File: src/rtl/syn_fifo_pkg.sv
// Purpose: shared defaults for the SNC single-clock FIFO.
// Latency: n/a (constants only).
// Backpressure: n/a.
package syn_fifo_pkg;

  // Default geometry; FIFO_ENTRIES must be a power of two and at least 2.
  localparam int DEF_FIFO_ENTRIES = 16;
  localparam int DEF_DATA_WIDTH   = 8;

endpackage

File: src/rtl/syn_fifo_if.sv
// Purpose: write/read request bus and status of the SNC single-clock FIFO.
// Latency: n/a (wires only).
// Backpressure: full_o/empty_o tell the master when requests will be rejected.
// Ports: master drives wr_en_i/wr_data_i/rd_en_i; slave (the FIFO) drives
//        rd_data_o, wr_idx_o, rd_idx_o, count_o, full_o, empty_o, overflow_o, underflow_o.
interface syn_fifo_if
  import syn_fifo_pkg::*;
#(
  parameter int DATA_WIDTH = DEF_DATA_WIDTH,
  parameter int AW         = $clog2(DEF_FIFO_ENTRIES)
);

  logic                  wr_en_i;
  logic [DATA_WIDTH-1:0] wr_data_i;
  logic                  rd_en_i;
  logic [DATA_WIDTH-1:0] rd_data_o;
  logic [AW-1:0]         wr_idx_o;
  logic [AW-1:0]         rd_idx_o;
  logic [AW:0]           count_o;
  logic                  full_o;
  logic                  empty_o;
  logic                  overflow_o;
  logic                  underflow_o;

  modport master (
    output wr_en_i, wr_data_i, rd_en_i,
    input  rd_data_o, wr_idx_o, rd_idx_o, count_o,
    input  full_o, empty_o, overflow_o, underflow_o
  );

  modport slave (
    input  wr_en_i, wr_data_i, rd_en_i,
    output rd_data_o, wr_idx_o, rd_idx_o, count_o,
    output full_o, empty_o, overflow_o, underflow_o
  );

endinterface

File: src/rtl/syn_fifo_ctrl.sv
// Purpose: pointer, fill-count and sticky-error bookkeeping for syn_fifo.
// Latency: accept strobes are combinational; pointers/count/errors update on the next edge.
// Backpressure: writes are refused while full, reads while empty (flagged sticky).
// Ports: sys_clk/sys_rstn; wr_en/rd_en requests in; wr_acc/rd_acc accept strobes,
//        wr_idx/rd_idx, count, full/empty and overflow/underflow out.
module syn_fifo_ctrl #(
  parameter  int FIFO_ENTRIES = 16,
  localparam int AW           = $clog2(FIFO_ENTRIES)
) (
  input  logic          sys_clk,
  input  logic          sys_rstn,
  input  logic          wr_en,
  input  logic          rd_en,
  output logic          wr_acc,
  output logic          rd_acc,
  output logic [AW-1:0] wr_idx,
  output logic [AW-1:0] rd_idx,
  output logic [AW:0]   count,
  output logic          full,
  output logic          empty,
  output logic          overflow,
  output logic          underflow
);

  localparam logic [AW:0] CNT_FULL = (AW+1)'(FIFO_ENTRIES);

  // Flags come from the registered count, so they reflect the pre-edge state
  // when a simultaneous read/write is resolved.
  assign full   = (count == CNT_FULL);
  assign empty  = (count == '0);
  assign wr_acc = wr_en & ~full;
  assign rd_acc = rd_en & ~empty;

  always_ff @(posedge sys_clk or negedge sys_rstn) begin
    if (!sys_rstn) begin
      wr_idx    <= '0;
      rd_idx    <= '0;
      count     <= '0;
      overflow  <= 1'b0;
      underflow <= 1'b0;
    end else begin
      // AW-bit pointers wrap from FIFO_ENTRIES-1 to 0 on their own.
      if (wr_acc) wr_idx <= wr_idx + AW'(1);
      if (rd_acc) rd_idx <= rd_idx + AW'(1);

      case ({wr_acc, rd_acc})
        2'b10:   count <= count + (AW+1)'(1);
        2'b01:   count <= count - (AW+1)'(1);
        default: count <= count;
      endcase

      if (wr_en && full)  overflow  <= 1'b1;
      if (rd_en && empty) underflow <= 1'b1;
    end
  end

endmodule

File: src/rtl/syn_fifo.sv
// Purpose: single-clock synchronous FIFO for the SNC core buffering paths.
// Latency: one cycle from an accepted read request to rd_data_o.
// Backpressure: none asserted upstream; requests against full/empty are dropped and flagged.
// Ports: sys_clk, sys_rstn (async, active-low), bus (syn_fifo_if.slave carrying
//        wr_en_i/wr_data_i/rd_en_i in and rd_data_o, indices, count and flags out).
module syn_fifo
  import syn_fifo_pkg::*;
#(
  parameter  int FIFO_ENTRIES = DEF_FIFO_ENTRIES,
  parameter  int DATA_WIDTH   = DEF_DATA_WIDTH,
  localparam int AW           = $clog2(FIFO_ENTRIES)
) (
  input  logic       sys_clk,
  input  logic       sys_rstn,
  syn_fifo_if.slave  bus
);

  // Storage lives here (not in the controller) so dut.mem_array is reachable.
  logic [FIFO_ENTRIES-1:0][DATA_WIDTH-1:0] mem_array;
  logic [DATA_WIDTH-1:0]                   rd_data;

  logic          wr_acc;
  logic          rd_acc;
  logic [AW-1:0] wr_idx;
  logic [AW-1:0] rd_idx;
  logic [AW:0]   count;
  logic          full;
  logic          empty;
  logic          overflow;
  logic          underflow;

  syn_fifo_ctrl #(
    .FIFO_ENTRIES (FIFO_ENTRIES)
  ) u_ctrl (
    .sys_clk   (sys_clk),
    .sys_rstn  (sys_rstn),
    .wr_en     (bus.wr_en_i),
    .rd_en     (bus.rd_en_i),
    .wr_acc    (wr_acc),
    .rd_acc    (rd_acc),
    .wr_idx    (wr_idx),
    .rd_idx    (rd_idx),
    .count     (count),
    .full      (full),
    .empty     (empty),
    .overflow  (overflow),
    .underflow (underflow)
  );

  always_ff @(posedge sys_clk or negedge sys_rstn) begin
    if (!sys_rstn) begin
      mem_array <= '0;
    end else if (wr_acc) begin
      mem_array[wr_idx] <= bus.wr_data_i;
    end
  end

  // No write-to-read bypass: a read on an empty FIFO is refused even if a
  // write lands on the same edge, so rd_data holds its last value.
  always_ff @(posedge sys_clk or negedge sys_rstn) begin
    if (!sys_rstn) begin
      rd_data <= '0;
    end else if (rd_acc) begin
      rd_data <= mem_array[rd_idx];
    end
  end

  assign bus.rd_data_o   = rd_data;
  assign bus.wr_idx_o    = wr_idx;
  assign bus.rd_idx_o    = rd_idx;
  assign bus.count_o     = count;
  assign bus.full_o      = full;
  assign bus.empty_o     = empty;
  assign bus.overflow_o  = overflow;
  assign bus.underflow_o = underflow;

endmodule

File: src/flat_wrapper.sv
// flat-port wrapper written by rule: the top's interface ports become plain ports
module syn_fifo_flat import syn_fifo_pkg::*;
#(
  parameter  int FIFO_ENTRIES = DEF_FIFO_ENTRIES,
  parameter  int DATA_WIDTH   = DEF_DATA_WIDTH,
  localparam int AW           = $clog2(FIFO_ENTRIES)
)
  (sys_clk, sys_rstn, bus_wr_en_i, bus_wr_data_i, bus_rd_en_i, bus_rd_data_o, bus_wr_idx_o, bus_rd_idx_o, bus_count_o, bus_full_o, bus_empty_o, bus_overflow_o, bus_underflow_o);
  syn_fifo_if #(.DATA_WIDTH(DATA_WIDTH), .AW((4))) bus_i ();
  input  logic sys_clk;
  input  logic sys_rstn;
  input wire logic [$bits(bus_i.wr_en_i)-1:0] bus_wr_en_i;
  input wire logic [$bits(bus_i.wr_data_i)-1:0] bus_wr_data_i;
  input wire logic [$bits(bus_i.rd_en_i)-1:0] bus_rd_en_i;
  output wire logic [$bits(bus_i.rd_data_o)-1:0] bus_rd_data_o;
  output wire logic [$bits(bus_i.wr_idx_o)-1:0] bus_wr_idx_o;
  output wire logic [$bits(bus_i.rd_idx_o)-1:0] bus_rd_idx_o;
  output wire logic [$bits(bus_i.count_o)-1:0] bus_count_o;
  output wire logic [$bits(bus_i.full_o)-1:0] bus_full_o;
  output wire logic [$bits(bus_i.empty_o)-1:0] bus_empty_o;
  output wire logic [$bits(bus_i.overflow_o)-1:0] bus_overflow_o;
  output wire logic [$bits(bus_i.underflow_o)-1:0] bus_underflow_o;
  assign bus_i.wr_en_i = bus_wr_en_i;
  assign bus_i.wr_data_i = bus_wr_data_i;
  assign bus_i.rd_en_i = bus_rd_en_i;
  assign bus_rd_data_o = bus_i.rd_data_o;
  assign bus_wr_idx_o = bus_i.wr_idx_o;
  assign bus_rd_idx_o = bus_i.rd_idx_o;
  assign bus_count_o = bus_i.count_o;
  assign bus_full_o = bus_i.full_o;
  assign bus_empty_o = bus_i.empty_o;
  assign bus_overflow_o = bus_i.overflow_o;
  assign bus_underflow_o = bus_i.underflow_o;
  syn_fifo #(.FIFO_ENTRIES(FIFO_ENTRIES), .DATA_WIDTH(DATA_WIDTH)) u_core (.sys_clk(sys_clk), .sys_rstn(sys_rstn), .bus(bus_i));
endmodule
File: config.mk
export PLATFORM = sky130hd
export DESIGN_NAME = syn_fifo_flat
export DESIGN_NICKNAME = d
export VERILOG_FILES = /design/src/rtl/syn_fifo_pkg.sv /design/src/rtl/syn_fifo_if.sv /design/src/rtl/syn_fifo_ctrl.sv /design/src/rtl/syn_fifo.sv /design/src/flat_wrapper.sv
export SDC_FILE = /design/constraint.sdc
export NUM_CORES = 1
export LEC_CHECK = 0
export ABC_CLOCK_PERIOD_IN_PS = 2540
export BUFFER_PORTS_ARGS = -buffer_cell sky130_fd_sc_hd__buf_4
export CAP_MARGIN = 20
export CORE_ASPECT_RATIO = 1.1
export CORE_MARGIN = 2
export CORE_UTILIZATION = 56
export CTS_BUF_LIST = sky130_fd_sc_hd__clkbuf_4 sky130_fd_sc_hd__clkbuf_8
export DETAILED_ROUTE_END_ITERATION = 7
export HOLD_SLACK_MARGIN = 0.02
export PLACE_DENSITY = 0.77
export SKIP_LAST_GASP = 1
export SYNTH_ARGS = -nofsm -noshare
export SYNTH_HDL_FRONTEND = slang
export SYNTH_SLANG_ARGS = --single-unit
File: constraint.sdc
create_clock -name sys_clk -period 2.54 [get_ports sys_clk]
set_clock_uncertainty 0.05 [all_clocks]
set_input_delay 0.127 -clock sys_clk [delete_from_list [all_inputs] [get_ports sys_clk]]
set_output_delay 0.127 -clock sys_clk [all_outputs]
set_load 0.05 [all_outputs]
[Word level (Yosys, flattened, before mapping)]
Index checks and enable logic that the tools add are counted.
Word-level totals
  register bits after elaboration: 151
  input bits: 12
  output and inout bits: 25
Cells by class
  add/sub/neg operators: 4
  order comparisons: 3
  equality and inequality tests: 3
  muxes and demuxes: 6
  bitwise operators: 4
  reductions and logical operators: 5
Operators by type and width (count)
  $bwmux W128: 1
  $bmux W8 S4: 1
  $demux W8 S4: 1
  $mux W8: 2
  $lt A4 B5 Y1 const B: 2
  $pmux W5 S2: 1
  $add A4 B1 Y4 const B: 2
  $add A5 B1 Y5 const B: 1
  $eq A5 B5 Y1 const B: 1
  $logic_not A5 Y1: 1
  $sub A5 B1 Y5 const B: 1
  $ge A4 B1 Y1 const B: 1
  $logic_and A1 B1 Y1: 3
  $and A1 B1 Y1: 2
  $eq A2 B1 Y1 const B: 1
  $eq A2 B2 Y1 const B: 1
  $not A1 Y1: 2
  $reduce_bool A2 Y1: 1

[Longest topological paths before layout]
  word-level depth: 5
  depth in mapped cells: 13
  mapped depth without buffers: 10

[Cells and area by module]
A second synthesis with hierarchy kept.
Second synthesis, totals
  cell total of the unflattened synthesis: 458
  area total of the unflattened synthesis: 6961.7 µm²
Modules (own cells, without submodules)
  syn_fifo: times used 1, cells an instance 383, area each 6108.4 µm², sequential area each 3403.3 µm²
  syn_fifo_ctrl: times used 1, cells an instance 75, area each 853.3 µm², sequential area each 375.4 µm²

[Worst setup path before layout]
OpenSTA, ideal clock, no wires.
  kind: reg2reg
  start: register u_core.u_ctrl.count[1]
  end: register u_core.u_ctrl.count[4]
  library setup time: 0.153 ns
  arrival: 2.880 ns
  path slack: -0.543 ns
  stages on the path, launching flop included: 13
  path through: dfrtp_1 > buf_2 > or3_1 > o31a_1 > buf_2 > ha_1 > clkbuf_1 > xor2_1 > ha_1 > a211oi_1 > a31o_2 > nor3_1 > xor2_1
On the way
  cells in the longest elaborated chain, start to end: 5
Ends and longest elaborated chain
  from (decl): line syn_fifo_ctrl.sv:18  | output logic [AW:0] count,
  from (signal assigned): line syn_fifo_ctrl.sv:47  | 2'b10: count <= count + (AW+1)'(1);
  from (signal assigned): line syn_fifo_ctrl.sv:48  | 2'b01: count <= count - (AW+1)'(1);
  from (signal assigned): line syn_fifo_ctrl.sv:49  | default: count <= count;
  $logic_not A5 Y1 *: line syn_fifo_ctrl.sv:30  | assign empty = (count == '0);
  $not A1 Y1 *: line syn_fifo_ctrl.sv:32  | assign rd_acc = rd_en & ~empty;
  $and A1 B1 Y1 *: line syn_fifo_ctrl.sv:32
  via u_core.rd_acc: line syn_fifo.sv:23  | logic rd_acc;
  $eq A2 B1 Y1 / $eq A2 B2 Y1 (equally long branches): line syn_fifo_ctrl.sv:46  | case ({wr_acc, rd_acc})
  $pmux W5 S2 / $reduce_bool A2 Y1 (equally long branches)
The timed path passes the listed nets; every way through them passes the cells marked *.
A chain may end at the register's enable or synchronous reset.

[Worst setup path after layout]
  start: register u_core.u_ctrl.count[2]
  end: register u_core.u_ctrl.count[4]
On the way
  cells in the longest elaborated chain, start to end: 5
Ends and longest elaborated chain (line)
  $eq A5 B5 Y1 / $logic_not A5 Y1 (equally long branches): syn_fifo_ctrl.sv:29, syn_fifo_ctrl.sv:30
  $not A1 Y1, on equally long branches: syn_fifo_ctrl.sv:31, syn_fifo_ctrl.sv:32
  $and A1 B1 Y1, on equally long branches: syn_fifo_ctrl.sv:31, syn_fifo_ctrl.sv:32
  $eq A2 B1 Y1 / $eq A2 B2 Y1 (equally long branches): syn_fifo_ctrl.sv:46
  $pmux W5 S2 / $reduce_bool A2 Y1 (equally long branches)
Parallel ways exist; a longest one is shown, timed or not.

==> run summary <==
1st-pass router iterations -> 4
maximum vdd ir drop -> 0.889 mV
latest clock arrival within the worst-skew pair -> 0.46 ns
Ant. Diodes -> 0
post-route ant nets -> 0
EDFF count, synth -> 0
Clock Tree Root -> clkbuf_8
Mapped Area -> 0.00709 sq mm
Final #Nets -> 524
number of DRC markers in iteration 0 -> 301
Tot Pwr -> 11400 uW
GRT met3 Usage -> 0.0438
Initial Utilization -> 0.568
P&R area growth vs syn -> 15.5%
largest net degree at the start of global routing -> 61
clk sink count -> 151
Slew Limit Fails -> 0
Worst slew margin -> 0.540
via count of the first global-routing pass -> 4196
startpoint types -> flip-flop
total wire length -> 14600 um
Crit Path Class -> flip-flop to flip-flop
Unique masters post-synth -> 37
Post-DP Area -> 0.00754 sq mm
Mapped Nets -> 469
Worst EP required -> 2.88 ns
die width -> 111 um
Worst Hold Class -> primary input to asynchronous set/reset pin
worst-margin pin slew -> 0.688 ns
H-Tree Level Count -> 4
yosys warns -> 0
setup TNS -> 0 ns
Final Hold Viols -> 0
Rows -> 43
Worst R2R Path Depth -> 9
Period minus WS final -> 2.53 ns
register clock-pin slew on the reported worst setup and hold paths -> 0.08 ns
port buffer count -> 36
TritonCTS buffer count -> 17
Max Root-Sink Buffers -> 2
sequential power share -> 0.381
HPWL after detailed placement -> 9010 um
GRT busiest layer -> met2
Crit Path Max Fanout -> 6
register area share after synthesis -> 0.533
Int Pwr -> 7290 uW
global route overflow -> 0
finished layout cell area -> 0.00819 sq mm
status -> complete, no violations
Total GRT Usage -> 0.228
Core Region -> 0.0125 sq mm
ys async rst share -> 1.00
Via density -> 6.05
CP endpoint kind -> flip-flop
RePlAce Congestion -> 0.794
first-pass GRT wire length -> 23300 um
WP data arrival -> 2.87 ns
Reg area -> 0.00378 sq mm
global routing usage on met1 -> 0.299
combinational power share -> 0.444
CTS tree -> yes
Static Leak -> 0.00354 uW
final worst path period share -> 0.997
synthesized netlist cell count -> 449
Post-Place Cells -> 621
layout cells sized above 1 -> 0.555
total vias in the final route -> 4075
clock share of power -> 0.176
area of the multi-input gates -> 0.00318 sq mm
# DRC -> 0
# setup viols final -> 0
Sw Ratio -> 0.359
met2 usage -> 0.379
number of max-cap violations -> 0
Hold WS -> 0.165 ns
Filler Cells Inserted -> 887
die height -> 122 um
WL per Instance -> 21.7 um
Switch Pwr -> 4080 uW
Die ar. -> 0.0136 sq mm
Finished Layout Cells -> 674
Yosys reg bits -> 151
pwr dens -> 1390 mW/mm^2
mean area per synthesized cell -> 15.8 sq um
Max Clock Freq -> 395 MHz
IO Count -> 37
top_reg_cell synth -> dfrtp_1
unrepaired setup endpoints after global routing -> yes
initial antenna violation count -> 0
==> registers in the layout (all words and copies together) (netlist names) <==
| signal | flops |
|---|---|
| u_core.u_ctrl.overflow | 1 |
| u_core.u_ctrl.count | 5 |
| u_core.mem_array | 128 |
| u_core.u_ctrl.wr_idx | 4 |
| u_core.u_ctrl.underflow | 1 |
| u_core.u_ctrl.rd_idx | 4 |
| u_core.bus.rd_data_o | 8 |
==> kinds of logic (layout without fill, tap and decap cells) <==
group | count (synthesis) | count (layout) | share of synthesized area
mux | 170 | 170 | 0.321
fa+ha+maj | 8 | 8 | 0.0141
simple gates | 37 | 37 | 0.0558
xor+xnor | 12 | 12 | 0.0148
buf+inv | 34 | 102 | 0.0251
flops | 151 | 151 | 0.533
compound gates | 37 | 37 | 0.0365
==> power groups by stage <==
stage               logic [uW]  clock network (uW)  registers [uW]
floorplan                 3340                   0            4720
global placement          4780                   0            4270
detailed placement        4910                   0            4380
CTS                       4940                2030            4330
global route              5390                2130            4470
finish                    5040                2000            4330
==> worst max-delay path, cell delays in order (launching register included) <==
cell	delay (ns)
dfrtp_2	0.44
or3_4	0.41
o31a_1	0.34
ha_4	0.21
xor2_1	0.18
ha_2	0.23
a211oi_1	0.08
a31o_2	0.24
nor3_4	0.14
xor2_1	0.15
==> per-layer routing <==
| layer | vias up | wire length, um |
|---|---|---|
| met3 | 29 | 487 |
| met4 | 0 | 380 |
| li1 | 1791 | - |
| met5 | - | 0 |
| met2 | 89 | 7330 |
| met1 | 2166 | 6420 |
==> cell usage after synthesis, drive strengths merged, types with 6 or more instances <==
library cell  number  share of area
dfrtp            151           0.53
mux2             138           0.22
mux4              32           0.10
buf               18          0.017
o22ai             16          0.014
clkbuf            13         0.0069
nand3             13          0.030
a21oi             11         0.0078
ha                 8          0.014
nand4              6          0.011
xnor2              6         0.0074
xor2               6         0.0074
==> repair_timing <==
item / 4_1_cts / 5_1_grt
resized for setup: 0 / 4
setup endpoints to repair: 0 / 3
hold buffers: 11 / 0
setup buffers: 0 / 10
hold endpoints to repair: 187 / 0
==> cells in the final DEF, fill, tap and decap left out, types with 3 or more instances in the layout <==
master	netlist	final
xor2_1	6	6
clkbuf_4	0	3
nor2b_1	3	3
bufinv_16	0	3
a21oi_1	11	9
mux2_2	134	134
ha_1	8	5
dfrtp_2	0	5
dlygate4sd3_1	0	11
nand2_1	4	4
mux4_2	32	32
nand3_4	12	12
o22ai_1	16	16
buf_12	0	3
inv_1	3	3
xnor2_1	6	6
mux2_1	4	4
dfrtp_1	151	146
clkbuf_8	0	22
buf_4	5	52
==> metrics by stage <==
step	utilization	worst slack, ns
global route	0.656	-0.0644
finish	0.656	0.00714
detailed placement	0.604	0.0665
CTS	0.648	0.0414
floorplan	-	-0.235
global placement	0.604	0.143
==> cell type report <==
type / instances / share of cell area
clock buffers: 25 / 0.0397
well taps: 157 / 0.0240
clock inverters: 7 / 0.0141
inverters: 3 / 0.00138
multi-input cells: 264 / 0.389
repair buffers: 67 / 0.0698
flip-flops and latches: 151 / 0.462
==> worst paths after layout <==
check,start,slack (ns),end
hold / removal,sys_rstn,0.17,u_core.mem_array[94]
hold reg to reg,u_core.u_ctrl.overflow,0.42,u_core.u_ctrl.overflow
setup reg to reg,u_core.u_ctrl.count[2],0.007,u_core.u_ctrl.count[4]
min in group sys_clk,bus_wr_en_i,0.38,u_core.u_ctrl.overflow
setup / recovery,u_core.u_ctrl.count[2],0.007,u_core.u_ctrl.count[4]
max in group asynchronous,sys_rstn,1.53,u_core.mem_array[10]
(Power assumes the default switching activity.)
